--- src/rtl/soc_system_vga_fill_ctrl.sv ---
// rtl/soc_system_vga_fill_ctrl.sv - rectangle-fill engine and pixel write-port arbiter
// Walks a clipped rectangle in raster order, one pixel per cycle; PIO writes preempt it.
module soc_system_vga_fill_ctrl #(
  parameter int H_RES  = 640,
  parameter int V_RES  = 480,
  parameter int ADDR_W = 19,
  parameter int PIX_W  = 8
) (
  input  logic              clk,
  input  logic              reset_n,
  input  logic [1:0]        address,
  input  logic              chipselect,
  input  logic              write_n,
  input  logic [31:0]       writedata,
  output logic [31:0]       readdata,
  input  logic [ADDR_W-1:0] pio_addr,
  input  logic [PIX_W-1:0]  pio_data,
  input  logic              pio_we,
  output logic [ADDR_W-1:0] pix_addr,
  output logic [PIX_W-1:0]  pix_data,
  output logic              pix_we,
  output logic              irq
);

  localparam logic [10:0]       L_HRES   = 11'(H_RES);
  localparam logic [9:0]        L_VRES   = 10'(V_RES);
  localparam logic [ADDR_W-1:0] L_HRES_A = ADDR_W'(H_RES);

  typedef enum logic [1:0] {
    S_IDLE  = 2'd0,
    S_SETUP = 2'd1,
    S_RUN   = 2'd2,
    S_DONE  = 2'd3
  } state_t;

  state_t r_state;
  state_t w_next;

  // Host-visible registers
  logic [9:0]        r_x0;
  logic [8:0]        r_y0;
  logic [10:0]       r_w;
  logic [9:0]        r_h;
  logic [PIX_W-1:0]  r_color;
  logic              r_irq_en;
  logic              r_done;

  // Engine working copies, captured in SETUP
  logic [10:0]       r_cw;
  logic [9:0]        r_ch;
  logic [9:0]        r_cx0;
  logic [PIX_W-1:0]  r_lcolor;
  logic [ADDR_W-1:0] r_row_base;
  logic [10:0]       r_col;
  logic [9:0]        r_row;

  logic [ADDR_W-1:0] r_pix_addr;
  logic [PIX_W-1:0]  r_pix_data;
  logic              r_pix_we;

  logic              w_wr;
  logic              w_ctrl_wr;
  logic              w_start;
  logic              w_abort;
  logic              w_busy;
  logic [10:0]       w_x_room;
  logic [9:0]        w_y_room;
  logic [10:0]       w_clip_w;
  logic [9:0]        w_clip_h;
  logic [ADDR_W-1:0] w_row_base;
  logic [ADDR_W-1:0] w_eng_addr;
  logic              w_last_col;
  logic              w_last_row;

  assign w_wr      = chipselect & ~write_n;
  assign w_ctrl_wr = w_wr & (address == 2'd0);
  assign w_abort   = w_ctrl_wr & writedata[1];
  assign w_start   = w_ctrl_wr & writedata[0] & ~writedata[1];
  assign w_busy    = (r_state != S_IDLE);

  // Clipping: an origin outside the screen yields an empty rectangle
  assign w_x_room = L_HRES - {1'b0, r_x0};
  assign w_y_room = L_VRES - {1'b0, r_y0};
  assign w_clip_w = ({1'b0, r_x0} >= L_HRES) ? 11'd0 :
                    ((r_w < w_x_room) ? r_w : w_x_room);
  assign w_clip_h = ({1'b0, r_y0} >= L_VRES) ? 10'd0 :
                    ((r_h < w_y_room) ? r_h : w_y_room);

  // y0*H_RES as a sum of shifted copies of y0, one per set bit of H_RES
  always_comb begin
    w_row_base = '0;
    for (int i = 0; i < 32; i++) begin
      if (H_RES[i]) begin
        w_row_base = w_row_base + (ADDR_W'(r_y0) << i);
      end
    end
  end

  assign w_eng_addr = r_row_base + ADDR_W'(r_cx0) + ADDR_W'(r_col);
  assign w_last_col = (r_col == r_cw - 11'd1);
  assign w_last_row = (r_row == r_ch - 10'd1);

  always_comb begin
    w_next = r_state;
    case (r_state)
      S_IDLE:  if (w_start) w_next = S_SETUP;
      S_SETUP: w_next = ((w_clip_w == 11'd0) || (w_clip_h == 10'd0)) ? S_DONE : S_RUN;
      S_RUN:   if (!pio_we && w_last_col && w_last_row) w_next = S_DONE;
      S_DONE:  w_next = S_IDLE;
      default: w_next = S_IDLE;
    endcase
    if (w_abort) begin
      w_next = S_IDLE;
    end
  end

  always_ff @(posedge clk or negedge reset_n) begin
    if (!reset_n) begin
      r_state <= S_IDLE;
    end else begin
      r_state <= w_next;
    end
  end

  always_ff @(posedge clk or negedge reset_n) begin
    if (!reset_n) begin
      r_x0     <= '0;
      r_y0     <= '0;
      r_w      <= '0;
      r_h      <= '0;
      r_color  <= '0;
      r_irq_en <= 1'b0;
    end else if (w_wr) begin
      case (address)
        2'd0: r_irq_en <= writedata[2];
        2'd1: begin
          r_x0 <= writedata[9:0];
          r_y0 <= writedata[24:16];
        end
        2'd2: begin
          r_w <= writedata[10:0];
          r_h <= writedata[25:16];
        end
        default: r_color <= writedata[PIX_W-1:0];
      endcase
    end
  end

  // Completion sets done even if the host clears it in the same cycle
  always_ff @(posedge clk or negedge reset_n) begin
    if (!reset_n) begin
      r_done <= 1'b0;
    end else if ((r_state == S_DONE) && !w_abort) begin
      r_done <= 1'b1;
    end else if (w_ctrl_wr && writedata[3]) begin
      r_done <= 1'b0;
    end else if ((r_state == S_IDLE) && w_start) begin
      r_done <= 1'b0;
    end
  end

  always_ff @(posedge clk or negedge reset_n) begin
    if (!reset_n) begin
      r_cw       <= '0;
      r_ch       <= '0;
      r_cx0      <= '0;
      r_lcolor   <= '0;
      r_row_base <= '0;
      r_col      <= '0;
      r_row      <= '0;
    end else if (r_state == S_SETUP) begin
      r_cw       <= w_clip_w;
      r_ch       <= w_clip_h;
      r_cx0      <= r_x0;
      r_lcolor   <= r_color;
      r_row_base <= w_row_base;
      r_col      <= '0;
      r_row      <= '0;
    end else if ((r_state == S_RUN) && !pio_we) begin
      if (w_last_col) begin
        r_col      <= '0;
        r_row      <= r_row + 10'd1;
        r_row_base <= r_row_base + L_HRES_A;
      end else begin
        r_col <= r_col + 11'd1;
      end
    end
  end

  // Registered write port; PIO wins, and a RUN-cycle write issued during abort still lands
  always_ff @(posedge clk or negedge reset_n) begin
    if (!reset_n) begin
      r_pix_we   <= 1'b0;
      r_pix_addr <= '0;
      r_pix_data <= '0;
    end else if (pio_we) begin
      r_pix_we   <= 1'b1;
      r_pix_addr <= pio_addr;
      r_pix_data <= pio_data;
    end else if (r_state == S_RUN) begin
      r_pix_we   <= 1'b1;
      r_pix_addr <= w_eng_addr;
      r_pix_data <= r_lcolor;
    end else begin
      r_pix_we <= 1'b0;
    end
  end

  always_comb begin
    readdata = '0;
    case (address)
      2'd0:    readdata = {29'd0, r_irq_en, r_done, w_busy};
      2'd1:    readdata = {7'd0, r_y0, 6'd0, r_x0};
      2'd2:    readdata = {6'd0, r_h, 5'd0, r_w};
      default: readdata = {{(32-PIX_W){1'b0}}, r_color};
    endcase
  end

  assign pix_we   = r_pix_we;
  assign pix_addr = r_pix_addr;
  assign pix_data = r_pix_data;
  assign irq      = r_done & r_irq_en;

endmodule

--- config.mk ---
export PLATFORM = sky130hd
export DESIGN_NAME = soc_system_vga_fill_ctrl
export DESIGN_NICKNAME = d
export VERILOG_FILES = /design/src/rtl/soc_system_vga_fill_ctrl.sv
export SDC_FILE = /design/constraint.sdc
export NUM_CORES = 1
export LEC_CHECK = 0
export ABC_AREA = 1
export CORE_MARGIN = 5
export CORE_UTILIZATION = 70
export DETAILED_ROUTE_END_ITERATION = 10
export DONT_BUFFER_PORTS = 1
export PLACE_DENSITY = 0.95
export SYNTH_ARGS = -nofsm -noshare
export SYNTH_HDL_FRONTEND = slang
export SYNTH_SLANG_ARGS = --single-unit
export TNS_END_PERCENT = 20
--- constraint.sdc ---
create_clock -name clk -period 4.71 [get_ports clk]
set_input_delay 0.942 -clock clk [delete_from_list [all_inputs] [get_ports clk]]
set_output_delay 0.942 -clock clk [all_outputs]
set_load 0.01 [all_outputs]
==> impl_results.md <==
* Share of layout cells above drive strength 1 at 3.99%
* IO Pins at 127
* Die Y at 129 um
* Filler cells at 998
* Hold Path Class: input pin to async pin
* Post-synth top cells: 387 x nand2_1, 154 x inv_1, 152 x dfrtp_1, 124 x o21ai_0, 95 x nor2_1
* Slew Limit Fails at 0
* Crit end category: flop
* Power density over the cells at 579 nW/um^2
* Gr ovfl total at 0
* # port buffers at 0
* Resized Gates After CTS at 0
* Number of distinct library cells after synthesis at 45
* Post-Synthesis Cells at 1337
* NetSw at 2.66 mW
* Final Cycle Share at 79.1%
* Post-Synth Adder-Cell Area at 8.08%
* Clock Latency Late Sink at 440 ps
* P_leak at 5.35 nW
* Clock network power share at 22.0%
* # nets final at 1442
* Register area at 3800 um^2
* Sw Share at 43.8%
* Yosys top cell area share at 38.4%
* Clock buffer count from CTS at 17
* Worst EP arrival at 4090 ps
* Area contributors post-synth: dfrtp_1 38%, nand2_1 15%, ha_1 7.1%, o21ai_0 6.3%, inv_1 5.8%
* Final hold vios at 0
* Post-CTS setup buffers at 0
* Drt first pass iters at 6
* H-tree levels at 4
* Critical-path cell list: inv_1 -> ha_1 -> inv_1 -> nor2_1 -> nand3_1 -> o21ai_0 -> ha_1 -> nand2_1 -> nor2_1 -> and2_1 -> nand2_1 -> nand3_1 -> o21ai_0 -> nor2_1 -> nor2_1 -> nand3_1 -> nand2_1 -> nand2_1 -> a21oi_1
* Power share of the sequential group at 35.7%
* Post-synth top area cell: dfrtp_1
* Flops & latches, synth at 152
* Largest net degree at the start of global routing at 153
* Fin crit period at 3730 ps
* DR vias/cell at 6.01
* Per-cell routed wire length at 16.9 um
* Clock skew at 8.39 ps
* CORE AREA at 13900 um^2
* Critical path class: flop to flop
* Post-Synth XOR/XNOR Area at 4.22%
* Worst-path clk slew at 60 ps
* Crit-path max FO at 12
* Worst endpoint required time at 5070 ps
* # diodes at 0
* Critical Path Max Stage Delay at 390 ps
* Total track usage at 31.2%
* Critical path startpoint category: flop
* First-pass GRT wire length at 41200 um
* Clock Root Buffer: clkbuf_16
* Async set or reset register ratio after synthesis at 100%
* Maximum vdd drop at 0.424 mV
* Number of antenna violations at the first check in global routing at 0
* Routability Congestion at 0.969
* Worst Path Buf+Inv at 2
* Setup tns final at 0 ps
* Die ar. at 16600 um^2
* RSZ-0062 raised after global routing: no
* Int Pwr at 3.42 mW
* Gr busiest metal: met2
* Yosys warnings at 0
* Final Setup Violations at 0
* M2 GR Usage at 48.1%
* Register area share after synthesis at 38.4%
* Initial Util at 71.4%
* Dpl hpwl at 18300 um
* Syn avg cell area at 7.41 um^2
* Max clock buf depth at 2
* CTS Hold Bufs at 0
* Synthesized area at 9910 um^2
* Slowest cell on the critical path: dfrtp_1
* Routing usage on met1 at 41.7%
* Status: finished, final reports clean
* Fmax at 268 MHz
* Routed Antenna Nets at 0
* FP Rows at 43
* Clk sinks at 152
* Complex-gate fraction of the synthesized area at 13.5%
* Cell family with most CP delay: simple AND/OR/NAND/NOR gates
* Area of the multi-input gates at 5270 um^2
* Fin worst setup slack at 985 ps
* Tot Pwr at 6.08 mW
* Ys flop type: dfrtp_1
* Most frequent cell after synthesis: nand2_1
* Remaining DRCs at 0
* Met3 GRT Util at 9.55%
* Post-Place Setup Slack at 1140 ps
* Worst-margin pin slew at 1210 ps
* TritonCTS clock tree: yes
* 1st-iter DRT viols at 761
* Max-Slew Margin vs Limit at 19.0%
* Chip width at 129 um
* Mux cell area share after synthesis at 0.568%
* Number of global-route vias before repair at 8387
* Largest family of logic cells by synthesized area: simple AND/OR/NAND/NOR gates
* Vias at 9064
* Logic pwr share at 42.3%
* Layout area overhead at 6.05%
* Post-synth EDFFs at 0
* WL final at 25500 um
* Max_cap viols at 0
* Simple-gate share of the synthesized area at 26.4%
registers in the layout, indices dropped and copies added, names as in the netlist, 9 cells and up:
| register | count |
|---|---|
| pix_addr | 19 |
| r_row_base | 12 |
| r_col | 11 |
| r_cw | 11 |
| r_w | 11 |
| r_ch | 10 |
| r_cx0 | 10 |
| r_h | 10 |
| r_row | 10 |
| r_x0 | 10 |
| r_y0 | 9 |
final cells by class:
class                   count  area share (%)
clock buffers              25            4.91
clock inverters             6           0.607
inverters                 158            5.65
multi-input cells         982            50.2
flip-flops and latches    152            36.2
well taps                 180            2.14
repair buffers              4           0.286
routing by layer:
metal  routed length, um  up-vias
met5                   0        -
li1                    -     4323
met1               10700     4159
met2               11300      503
met4                 721        0
met3                2720       79
cells in the final DEF, fill, tap and decap left out, drive strengths merged:
cell type / n
a21o: 6
a21oi: 48
a221o: 1
a22oi: 10
a31oi: 1
and2: 3
buf: 4
bufinv: 1
clkbuf: 25
clkinv: 7
clkinvlp: 2
conb: 11
dfrtp: 152
fa: 5
ha: 56
inv: 154
mux2: 4
nand2: 390
nand3: 84
nand3b: 6
nand4: 27
nor2: 100
nor3: 10
nor3b: 2
nor4: 3
o2111ai: 1
o211ai: 9
o21ai: 127
o21bai: 2
o221ai: 5
o22ai: 17
o31ai: 8
xnor2: 8
xor2: 37
xor3: 1
metrics by stage:
| stage | std cells | util, % | area, um^2 | hold slack (ps) |
|---|---|---|---|---|
| final | 1507 | 75.7 | 10500 | 204 |
| after global routing | 1507 | 75.7 | 10500 | 184 |
| after detailed placement | 1476 | 71.5 | 9930 | 469 |
| after global placement | 1476 | 71.5 | 9930 | 456 |
| after CTS | 1507 | 75.7 | 10500 | 193 |
| after floorplan | 1347 | - | 9940 | 442 |
kinds of logic after synthesis:
| group | Yosys count |
|---|---|
| flip-flops | 152 |
| buffers and inverters | 213 |
| other | 1 |
| AND/OR/NAND/NOR | 625 |
| adder cells (fa/ha/maj) | 61 |
| AO/OA/AOI/OAI | 235 |
| XOR/XNOR | 46 |
| multiplexers | 4 |
final timing paths:
kind                                       endpoint  cells after the start  slack, ps                     from
max                          r_state[0]$_DFFE_PN0P_                     19        980      r_x0[0]$_DFFE_PN0P_
min                        pix_addr[13]$_DFFE_PN0P_                      0        200                  reset_n
max reg2reg                  r_state[0]$_DFFE_PN0P_                     19        980      r_x0[0]$_DFFE_PN0P_
min reg2reg                 r_lcolor[2]$_DFFE_PN0P_                      2        480  r_lcolor[2]$_DFFE_PN0P_
max in group asynchronous        r_h[3]$_DFFE_PN0P_                      0       4230                  reset_n
min in group clk            r_lcolor[2]$_DFFE_PN0P_                      2        480  r_lcolor[2]$_DFFE_PN0P_
power groups by stage:
stage | clock network (mW) | logic, mW | registers, mW
3_3_place_gp | 0 | 2.36 | 2.15
6_report | 1.34 | 2.57 | 2.17
4_1_cts | 1.34 | 2.53 | 2.16
2_1_floorplan | 0 | 2.04 | 2.02
5_1_grt | 1.41 | 2.93 | 2.22
3_5_place_dp | 0 | 2.48 | 2.17
worst register-to-register path, stage by stage (launching register included):
cell	delay (ps)
dfrtp_1	390
inv_1	150
ha_1	210
inv_1	50
nor2_1	210
nand3_1	200
o21ai_0	300
ha_1	300
nand2_1	80
nor2_1	70
and2_1	130
nand2_1	240
nand3_1	390
o21ai_0	300
nor2_1	110
nor2_1	120
nand3_1	140
nand2_1	100
nand2_1	50
a21oi_1	120
Note: power is estimated with default switching activity, not from simulation.
